### src/rtl/mips_run_pkg.sv
// Shared definitions for the MIPS run controller: FSM state encoding and
// the default instruction word that marks an explicit program halt.
package mips_run_pkg;

  typedef enum logic [1:0] {
    HOLD    = 2'd0,
    RUN     = 2'd1,
    HALTED  = 2'd2,
    TIMEOUT = 2'd3
  } run_state_t;

  // beq $0,$0,-1 : a branch onto itself, the conventional "stop here" word
  localparam logic [31:0] HALT_INSTR_DEFAULT = 32'h1000_ffff;

endpackage

### src/rtl/mips_run_ctrl_sat_counter.sv
// Up-counter that sticks at all-ones instead of wrapping; clr wins over inc.
module sat_counter #(
  parameter int WIDTH = 8
) (
  input  logic             clk,
  input  logic             reset,
  input  logic             clr,
  input  logic             inc,
  output logic [WIDTH-1:0] q
);

  always_ff @(posedge clk) begin
    if (reset || clr) begin
      q <= '0;
    end else if (inc && (q != '1)) begin
      q <= q + WIDTH'(1);
    end
  end

endmodule

### src/rtl/mips_run_ctrl.sv
// Run controller for the single-cycle MIPS core: stretches reset, enables the
// core, counts cycles/instructions and stops on halt, stalled PC or timeout.
module mips_run_ctrl
  import mips_run_pkg::*;
#(
  parameter int unsigned RESET_CYCLES = 2,
  parameter int unsigned MAX_CYCLES   = 100000,
  parameter int unsigned STALL_LIMIT  = 4,
  parameter int unsigned PC_WIDTH     = 32,
  parameter int unsigned CNT_WIDTH    = 32,
  parameter logic [31:0] HALT_INSTR   = HALT_INSTR_DEFAULT
) (
  input  logic                 clk,
  input  logic                 reset,
  input  logic [PC_WIDTH-1:0]  pc,
  input  logic [31:0]          instr,
  input  logic                 instr_valid,
  output logic                 core_reset,
  output logic                 core_en,
  output logic                 running,
  output logic                 done,
  output logic                 timeout,
  output logic [PC_WIDTH-1:0]  halt_pc,
  output logic [CNT_WIDTH-1:0] cycle_count,
  output logic [CNT_WIDTH-1:0] instr_count
);

  localparam int HOLD_W  = (RESET_CYCLES > 1) ? $clog2(RESET_CYCLES) : 1;
  localparam int STALL_W = $clog2(STALL_LIMIT) + 1;

  localparam logic [HOLD_W-1:0]    HOLD_LAST  = HOLD_W'(RESET_CYCLES - 1);
  localparam logic [STALL_W-1:0]   STALL_LAST = STALL_W'(STALL_LIMIT - 1);
  localparam logic [CNT_WIDTH-1:0] CYCLE_LAST = CNT_WIDTH'(MAX_CYCLES - 1);

  run_state_t          state;
  logic [HOLD_W-1:0]   hold_cnt;
  logic [PC_WIDTH-1:0] prev_pc;
  logic [STALL_W-1:0]  stall_cnt;
  logic                first_run;

  logic in_run;
  logic pc_same;
  logic halt_hit;
  logic limit_hit;

  assign in_run    = (state == RUN);
  assign pc_same   = (pc == prev_pc);
  assign halt_hit  = (instr_valid && (instr == HALT_INSTR)) ||
                     ((stall_cnt == STALL_LAST) && pc_same);
  assign limit_hit = (cycle_count == CYCLE_LAST);

  sat_counter #(.WIDTH(CNT_WIDTH)) u_cycle_cnt (
    .clk   (clk),
    .reset (reset),
    .clr   (1'b0),
    .inc   (in_run),
    .q     (cycle_count)
  );

  sat_counter #(.WIDTH(CNT_WIDTH)) u_instr_cnt (
    .clk   (clk),
    .reset (reset),
    .clr   (1'b0),
    .inc   (in_run && instr_valid),
    .q     (instr_count)
  );

  // prev_pc is meaningless on the first RUN cycle, so that cycle never counts as a repeat
  sat_counter #(.WIDTH(STALL_W)) u_stall_cnt (
    .clk   (clk),
    .reset (reset),
    .clr   (in_run && (first_run || !pc_same)),
    .inc   (in_run && !first_run && pc_same),
    .q     (stall_cnt)
  );

  always_ff @(posedge clk) begin
    if (reset) begin
      state      <= HOLD;
      hold_cnt   <= '0;
      first_run  <= 1'b1;
      prev_pc    <= '0;
      core_reset <= 1'b1;
      core_en    <= 1'b0;
      running    <= 1'b0;
      done       <= 1'b0;
      timeout    <= 1'b0;
      halt_pc    <= '0;
    end else begin
      case (state)
        HOLD: begin
          if (hold_cnt == HOLD_LAST) begin
            state      <= RUN;
            core_reset <= 1'b0;
            core_en    <= 1'b1;
            running    <= 1'b1;
          end else begin
            hold_cnt <= hold_cnt + HOLD_W'(1);
          end
        end
        RUN: begin
          prev_pc   <= pc;
          first_run <= 1'b0;
          // halt is tested first so a halt on the last allowed cycle is not a timeout
          if (halt_hit) begin
            state   <= HALTED;
            done    <= 1'b1;
            halt_pc <= pc;
            core_en <= 1'b0;
            running <= 1'b0;
          end else if (limit_hit) begin
            state   <= TIMEOUT;
            timeout <= 1'b1;
            core_en <= 1'b0;
            running <= 1'b0;
          end
        end
        default: begin
          state <= state;
        end
      endcase
    end
  end

endmodule

### config.mk
export PLATFORM = sky130hd
export DESIGN_NAME = mips_run_ctrl
export DESIGN_NICKNAME = d
export VERILOG_FILES = /design/src/rtl/mips_run_pkg.sv /design/src/rtl/mips_run_ctrl_sat_counter.sv /design/src/rtl/mips_run_ctrl.sv
export SDC_FILE = /design/constraint.sdc
export NUM_CORES = 1
export LEC_CHECK = 0
export ABC_CLOCK_PERIOD_IN_PS = 3250
export CAP_MARGIN = 30
export CORE_MARGIN = 2
export CORE_UTILIZATION = 50
export CTS_BUF_LIST = sky130_fd_sc_hd__clkbuf_4 sky130_fd_sc_hd__clkbuf_8
export DETAILED_ROUTE_END_ITERATION = 6
export PLACE_DENSITY_LB_ADDON = 0.1
export REMOVE_ABC_BUFFERS = 1
export SLEW_MARGIN = 20
export SYNTH_ARGS = -nofsm -noshare
export SYNTH_HDL_FRONTEND = slang
export SYNTH_SLANG_ARGS = --single-unit
### constraint.sdc
create_clock -name clk -period 3.25 [get_ports clk]
set_input_delay 0.65 -clock clk [delete_from_list [all_inputs] [get_ports clk]]
set_output_delay 0.65 -clock clk [all_outputs]
set_load 0.02 [all_outputs]
==> results.json, run 1 <==
{
  "synth_area_per_cell_um2": 8.23,
  "layout_common_cells": "clkdlybuf4s50_1, nand2_1, dfxtp_1",
  "core-area_mm2": 0.0125,
  "ir_drop_uv": 320,
  "rsz0062_at_grt": "no",
  "fp-row-count": 41,
  "synth_compound_area_frac": 0.0627,
  "hold_ws_ps": 449,
  "ys_types": 42,
  "ctsHoldBuffers": 0,
  "wl_per_cell_um": 14.5,
  "final_common_cell": "clkdlybuf4s50_1",
  "grt_pass1_vias": 5597,
  "drtAntennaViolNets": 0,
  "diodes": 0,
  "ys_warn_count": 0,
  "netlist_instances": 769,
  "fmax_mhz": 389,
  "fillCellCount": 1042,
  "post_cts_resized": 0,
  "outcome": "finished clean",
  "area_growth_pct": 35.5,
  "dp_hpwl_um": 11400,
  "synth-async-reset-ratio": 0,
  "ys_seq_area_frac": 0.440,
  "synthSimpleGateAreaFrac": 0.287,
  "synth-seq-cells": 139,
  "synth_area_mm2": 0.00633,
  "viasPerCell": 5.34,
  "dp_cells": 1074,
  "cts-root-buf": "clkbuf_8",
  "synth-edff-count": 0,
  "post-route-period-util": 0.791,
  "start_kind": "primary input",
  "post-route-drc-count": 0,
  "synth_ff_type": "dfxtp_1",
  "final-hold-violation-count": 0,
  "synth-xor-area-share": 0.114,
  "leakage_uw": 0.00326,
  "p_total_uw": 3640,
  "grt_max_degree": 56,
  "clockBufferDepth": 2,
  "start_util": 0.508,
  "finalSetupTns_ps": 0,
  "drt_iter0_drc": 382,
  "clock_sinks": 139,
  "postCtsSetupBuffers": 0,
  "drive_above_1_share": 0.0503,
  "cp_data_required_time_ps": 3580,
  "powerDensity_mw_per_mm2": 425,
  "worstSkewPairLatency_ps": 450,
  "clk_pin_slew_ps": 80,
  "worstPathCellList": "clkdlybuf4s50_1 > or4b_2 > nor4_1 > and4_1 > o21ai_4 > buf_12 > mux2i_1",
  "slew_headroom": 0.493,
  "crit_fanout": 25,
  "die_h_um": 116,
  "wl_um": 16000,
  "skew_ps": 15.6,
  "htree_levels": 4,
  "cts_tree": "yes",
  "synth_top_family_by_area": "simple AND/OR/NAND/NOR gates",
  "period_needed_ps": 2570,
  "dieArea_mm2": 0.0136,
  "worst-setup-path-type": "in2reg",
  "ios": 168,
  "die_w_um": 116,
  "yosys.area_share.adder": 0.00989,
  "numCtsBuffers": 17,
  "critical_path.max_stage_delay_ps": 660,
  "arrival_ps": 2900,
  "grt_use_total": 0.243,
  "fin_cells": 1106,
  "grt_pass1_wl_um": 26200,
  "grt_overflow_total": 0,
  "max_slew.worst_pin.slew_ps": 753,
  "drt-pass1-iter-count": 4,
  "grt_antenna_before_repair": 0,
  "finalSetupViolations": 0,
  "crit_slowest_cell": "or4b_2",
  "cap_viol_max_count": 0,
  "setup.worst_path.end_class": "flop",
  "gp_congestion": 0.904,
  "fin_nets": 993,
  "vias": 5904,
  "crit_buf_inv": 2,
  "drv_slew": 0,
  "synthMuxAreaShare": 0.0538,
  "critical_path.top_delay_family": "simple AND/OR/NAND/NOR gates",
  "port_buffers": 167,
  "hp-class": "reg2reg"
}
-- power by group --
part | switching [uW] | total [uW] | internal (uW)
Combinational | 162 | 306 | 145
Clock | 665 | 1570 | 903
Sequential | 29.4 | 1770 | 1740
-- final timing paths --
| check | from | to | slack [ps] | cells after the start |
|---|---|---|---|---|
| setup / recovery | instr[29] | halt_pc[23]$_SDFFE_PP0P_ | 680 | 7 |
| hold / removal | core_reset$_SDFFE_PP1P_ | core_reset$_SDFFE_PP1P_ | 450 | 2 |
| setup reg to reg | u_cycle_cnt.q[0]$_SDFFE_PP0P_ | u_cycle_cnt.q[20]$_SDFFE_PP0P_ | 810 | 7 |
| hold reg to reg | core_reset$_SDFFE_PP1P_ | core_reset$_SDFFE_PP1P_ | 450 | 2 |
-- sequential cells by signal, summed over array words and instances (netlist names) --
name and flops:
halt_pc 32, core_reset 1, first_run 1, state 2
u_stall_cnt.q 3, timeout 1, running 1, prev_pc 32
done 1, u_instr_cnt.q 32, hold_cnt 1, u_cycle_cnt.q 32
-- synthesized netlist by cell type, types with 3 or more instances --
cell type	number	area, um2
nand2_1	153	574
dfxtp_1	139	2780
nor2_1	70	263
xor2_1	63	552
a21oi_1	49	245
nand4_1	39	244
clkbuf_1	34	128
mux2i_1	34	340
nand3_1	30	150
nor4_1	20	125
nor3_1	19	95.1
xnor2_1	19	166
o21ai_0	15	75.1
inv_1	13	48.8
or3_1	13	81.3
and3_1	10	62.6
and4_1	10	87.6
ha_1	5	62.6
buf_2	4	20.0
and2_1	3	18.8
-- tightest hold or removal path: stages (launching register included) --
cell     delay [ps]
dfxtp_1         320
nand2_1          50
nand2_1          40
-- through the flow --
stage                     utilization  cell area (um2)  setup WS (ps)
after floorplan                     -             6170           -311
after global placement          0.652             8130            239
after detailed placement        0.652             8130            206
after CTS                       0.688             8570            678
after global routing            0.688             8570            497
final                           0.688             8570            678
-- final cells by class --
type / instances / area, um2 / area share
multi-input cells: 576 / 3350 / 0.390
flip-flops and latches: 139 / 2780 / 0.325
repair buffers: 173 / 1730 / 0.201
clock buffers: 21 / 283 / 0.0330
well taps: 172 / 215 / 0.0251
clock inverters: 11 / 166 / 0.0194
inverters: 14 / 52.6 / 0.00613
-- logic make-up (layout without fill, tap and decap cells) --
| logic type | count (synthesis) | after routing |
|---|---|---|
| adders and majority gates | 5 | 5 |
| buffers and inverters | 54 | 219 |
| DFF | 139 | 139 |
| AOI/OAI and AO/OA | 74 | 74 |
| xor gates and xnor gates | 82 | 82 |
| muxes | 34 | 34 |
| and+or+nand+nor | 381 | 381 |
-- layer usage --
metal	vias up	wire (um)	GRT usage
met2	170	7860	0.409
met5	-	0	0
met1	2774	7090	0.300
li1	2934	-	-
met4	0	287	0.0929
met3	26	750	0.0597
(Power assumes the default switching activity.)
==> run 2, diff against run 1 <==
--- a/config.mk
+++ b/config.mk
@@ -5,7 +5,7 @@
 export SDC_FILE = /design/constraint.sdc
 export NUM_CORES = 1
 export LEC_CHECK = 0
-export ABC_CLOCK_PERIOD_IN_PS = 3250
+export ABC_CLOCK_PERIOD_IN_PS = 2500
 export CAP_MARGIN = 30
 export CORE_MARGIN = 2
 export CORE_UTILIZATION = 50
==> constraint.sdc (replaced) <==
create_clock -name clk -period 2.5 [get_ports clk]
set_input_delay 0.5 -clock clk [delete_from_list [all_inputs] [get_ports clk]]
set_output_delay 0.5 -clock clk [all_outputs]
set_load 0.02 [all_outputs]
==> run 2 against run 1 <==
Critical endpoint is now u_cycle_cnt.q[29]$_SDFFE_PP0P_. Final area up 2.7%. Cell count up 3.3%. First-iteration DRC count decreased by 12%. Highest routed layer unchanged. Via count is 2.3% higher. Critical path depth decreased by 1. Sequential power is 30% higher. Wire length is 2.3% higher. Largest cell class unchanged. Combinational power increased by 40%. Die area unchanged. Clock power rose by 16%.
==> results.json, run 2 (synthesized netlist as in run 1, its figures left out) <==
{
  "numCtsBuffers": 17,
  "grt_use_total": 0.242,
  "drtAntennaViolNets": 0,
  "clock_sinks": 139,
  "post-route-period-util": 0.946,
  "gp_congestion": 0.909,
  "cp_data_required_time_ps": 2820,
  "area_growth_pct": 39.2,
  "final-hold-violation-count": 0,
  "grt_antenna_before_repair": 0,
  "cts_tree": "yes",
  "drv_slew": 0,
  "fin_cells": 1142,
  "ios": 168,
  "die_h_um": 116,
  "fillCellCount": 1004,
  "drt_iter0_drc": 338,
  "p_int_uw": 3440,
  "outcome": "finished clean",
  "p_sw_uw": 1110,
  "die_w_um": 116,
  "pwr-share-comb": 0.094,
  "post_cts_resized": 0,
  "fin_nets": 1029,
  "dp_hpwl_um": 11600,
  "power_frac_seq": 0.506,
  "p_sw_frac": 0.243,
  "slew_headroom": 0.525,
  "powerDensity_mw_per_mm2": 516,
  "crit_slowest_cell": "a2111o_1",
  "port_buffers": 167,
  "clk_pin_slew_ps": 70,
  "rsz0062_at_grt": "no",
  "hp-class": "reg2reg",
  "max_slew.worst_pin.slew_ps": 705,
  "setup.worst_path.end_class": "flop",
  "setup_ws_ps": 135,
  "htree_levels": 4,
  "wl_per_cell_um": 14.3,
  "p_clk_frac": 0.400,
  "dieArea_mm2": 0.0136,
  "multiInputGateArea_mm2": 0.00335,
  "layout_common_cells": "clkdlybuf4s50_1, nand2_1, dfxtp_1",
  "start_util": 0.508,
  "skew_ps": 8.04,
  "crit_fanout": 9,
  "grt_overflow_total": 0,
  "worstPathCellList": "nand4_1 > or4_4 > a2111o_1 > or3_1 > xor2_1 > nor2_1",
  "cts-root-buf": "clkbuf_8",
  "finalSetupViolations": 0,
  "dp_cells": 1110,
  "layout.area.seq_mm2": 0.00278,
  "grt_pass1_vias": 5790,
  "grt_max_degree": 71,
  "wl_um": 16400,
  "start_kind": "flop",
  "vias": 6038,
  "drive_above_1_share": 0.0856,
  "fp-row-count": 41,
  "post-route-drc-count": 0,
  "cap_viol_max_count": 0,
  "worst-setup-path-type": "reg2reg",
  "diodes": 0,
  "grt_pass1_wl_um": 26300,
  "leakage_uw": 0.00342,
  "arrival_ps": 2690,
  "viasPerCell": 5.29,
  "drt-pass1-iter-count": 4,
  "clockBufferDepth": 2,
  "fmax_mhz": 423,
  "critical_path.max_stage_delay_ps": 540,
  "worstSkewPairLatency_ps": 450,
  "period_needed_ps": 2370,
  "ir_drop_uv": 328,
  "ctsHoldBuffers": 0,
  "postCtsSetupBuffers": 0,
  "dp_slack_ps": -300,
  "p_total_uw": 4550,
  "final_common_cell": "clkdlybuf4s50_1",
  "core-area_mm2": 0.0125
}
## run 2: power groups by stage
stage	registers, uW	clock network (uW)	logic (uW)
2_1_floorplan	2360	0	159
3_3_place_gp	2350	0	419
3_5_place_dp	2350	0	428
4_1_cts	2300	1860	431
5_1_grt	2300	1950	471
6_report	2300	1820	429
## run 2: final timing paths
kind	from	to	slack [ps]	cells past startpoint
setup / recovery	u_cycle_cnt.q[8]$_SDFFE_PP0P_	u_cycle_cnt.q[29]$_SDFFE_PP0P_	130	6
hold / removal	core_reset$_SDFFE_PP1P_	core_reset$_SDFFE_PP1P_	450	2
setup reg to reg	u_cycle_cnt.q[8]$_SDFFE_PP0P_	u_cycle_cnt.q[29]$_SDFFE_PP0P_	130	6
hold reg to reg	core_reset$_SDFFE_PP1P_	core_reset$_SDFFE_PP1P_	450	2
## run 2: metrics by stage
step	util	hold slack, ps	area (um2)	setup TNS, ps
finish	0.707	452	8810	0
global route	0.707	472	8810	0
CTS	0.707	453	8810	0
detailed placement	0.674	441	8410	-9290
global placement	0.674	433	8410	-9230
floorplan	-	442	6170	-30880
## run 2: final cells by class
class,instances,area share
tap,172,0.0244
sequential,139,0.316
clock inverter,11,0.0135
multi-input combinational,576,0.380
timing repair buffer,209,0.228
inverter,14,0.00597
clock buffer,21,0.0321
## run 2: metal layers
metal  global-route usage  vias to the layer above  wire length (um)
met2                0.421                      172              8020
met5                    0                        -                 0
met3               0.0509                       26               810
met1                0.293                     2815              7220
li1                     -                     3025                 -
met4               0.0960                        0               297
## run 2: critical path: cells and delay by family (launching register included)
family          cells  cell delay [ps]
simple gates        4             1120
compound gates      1              540
flops               1              440
xor+xnor            1              150
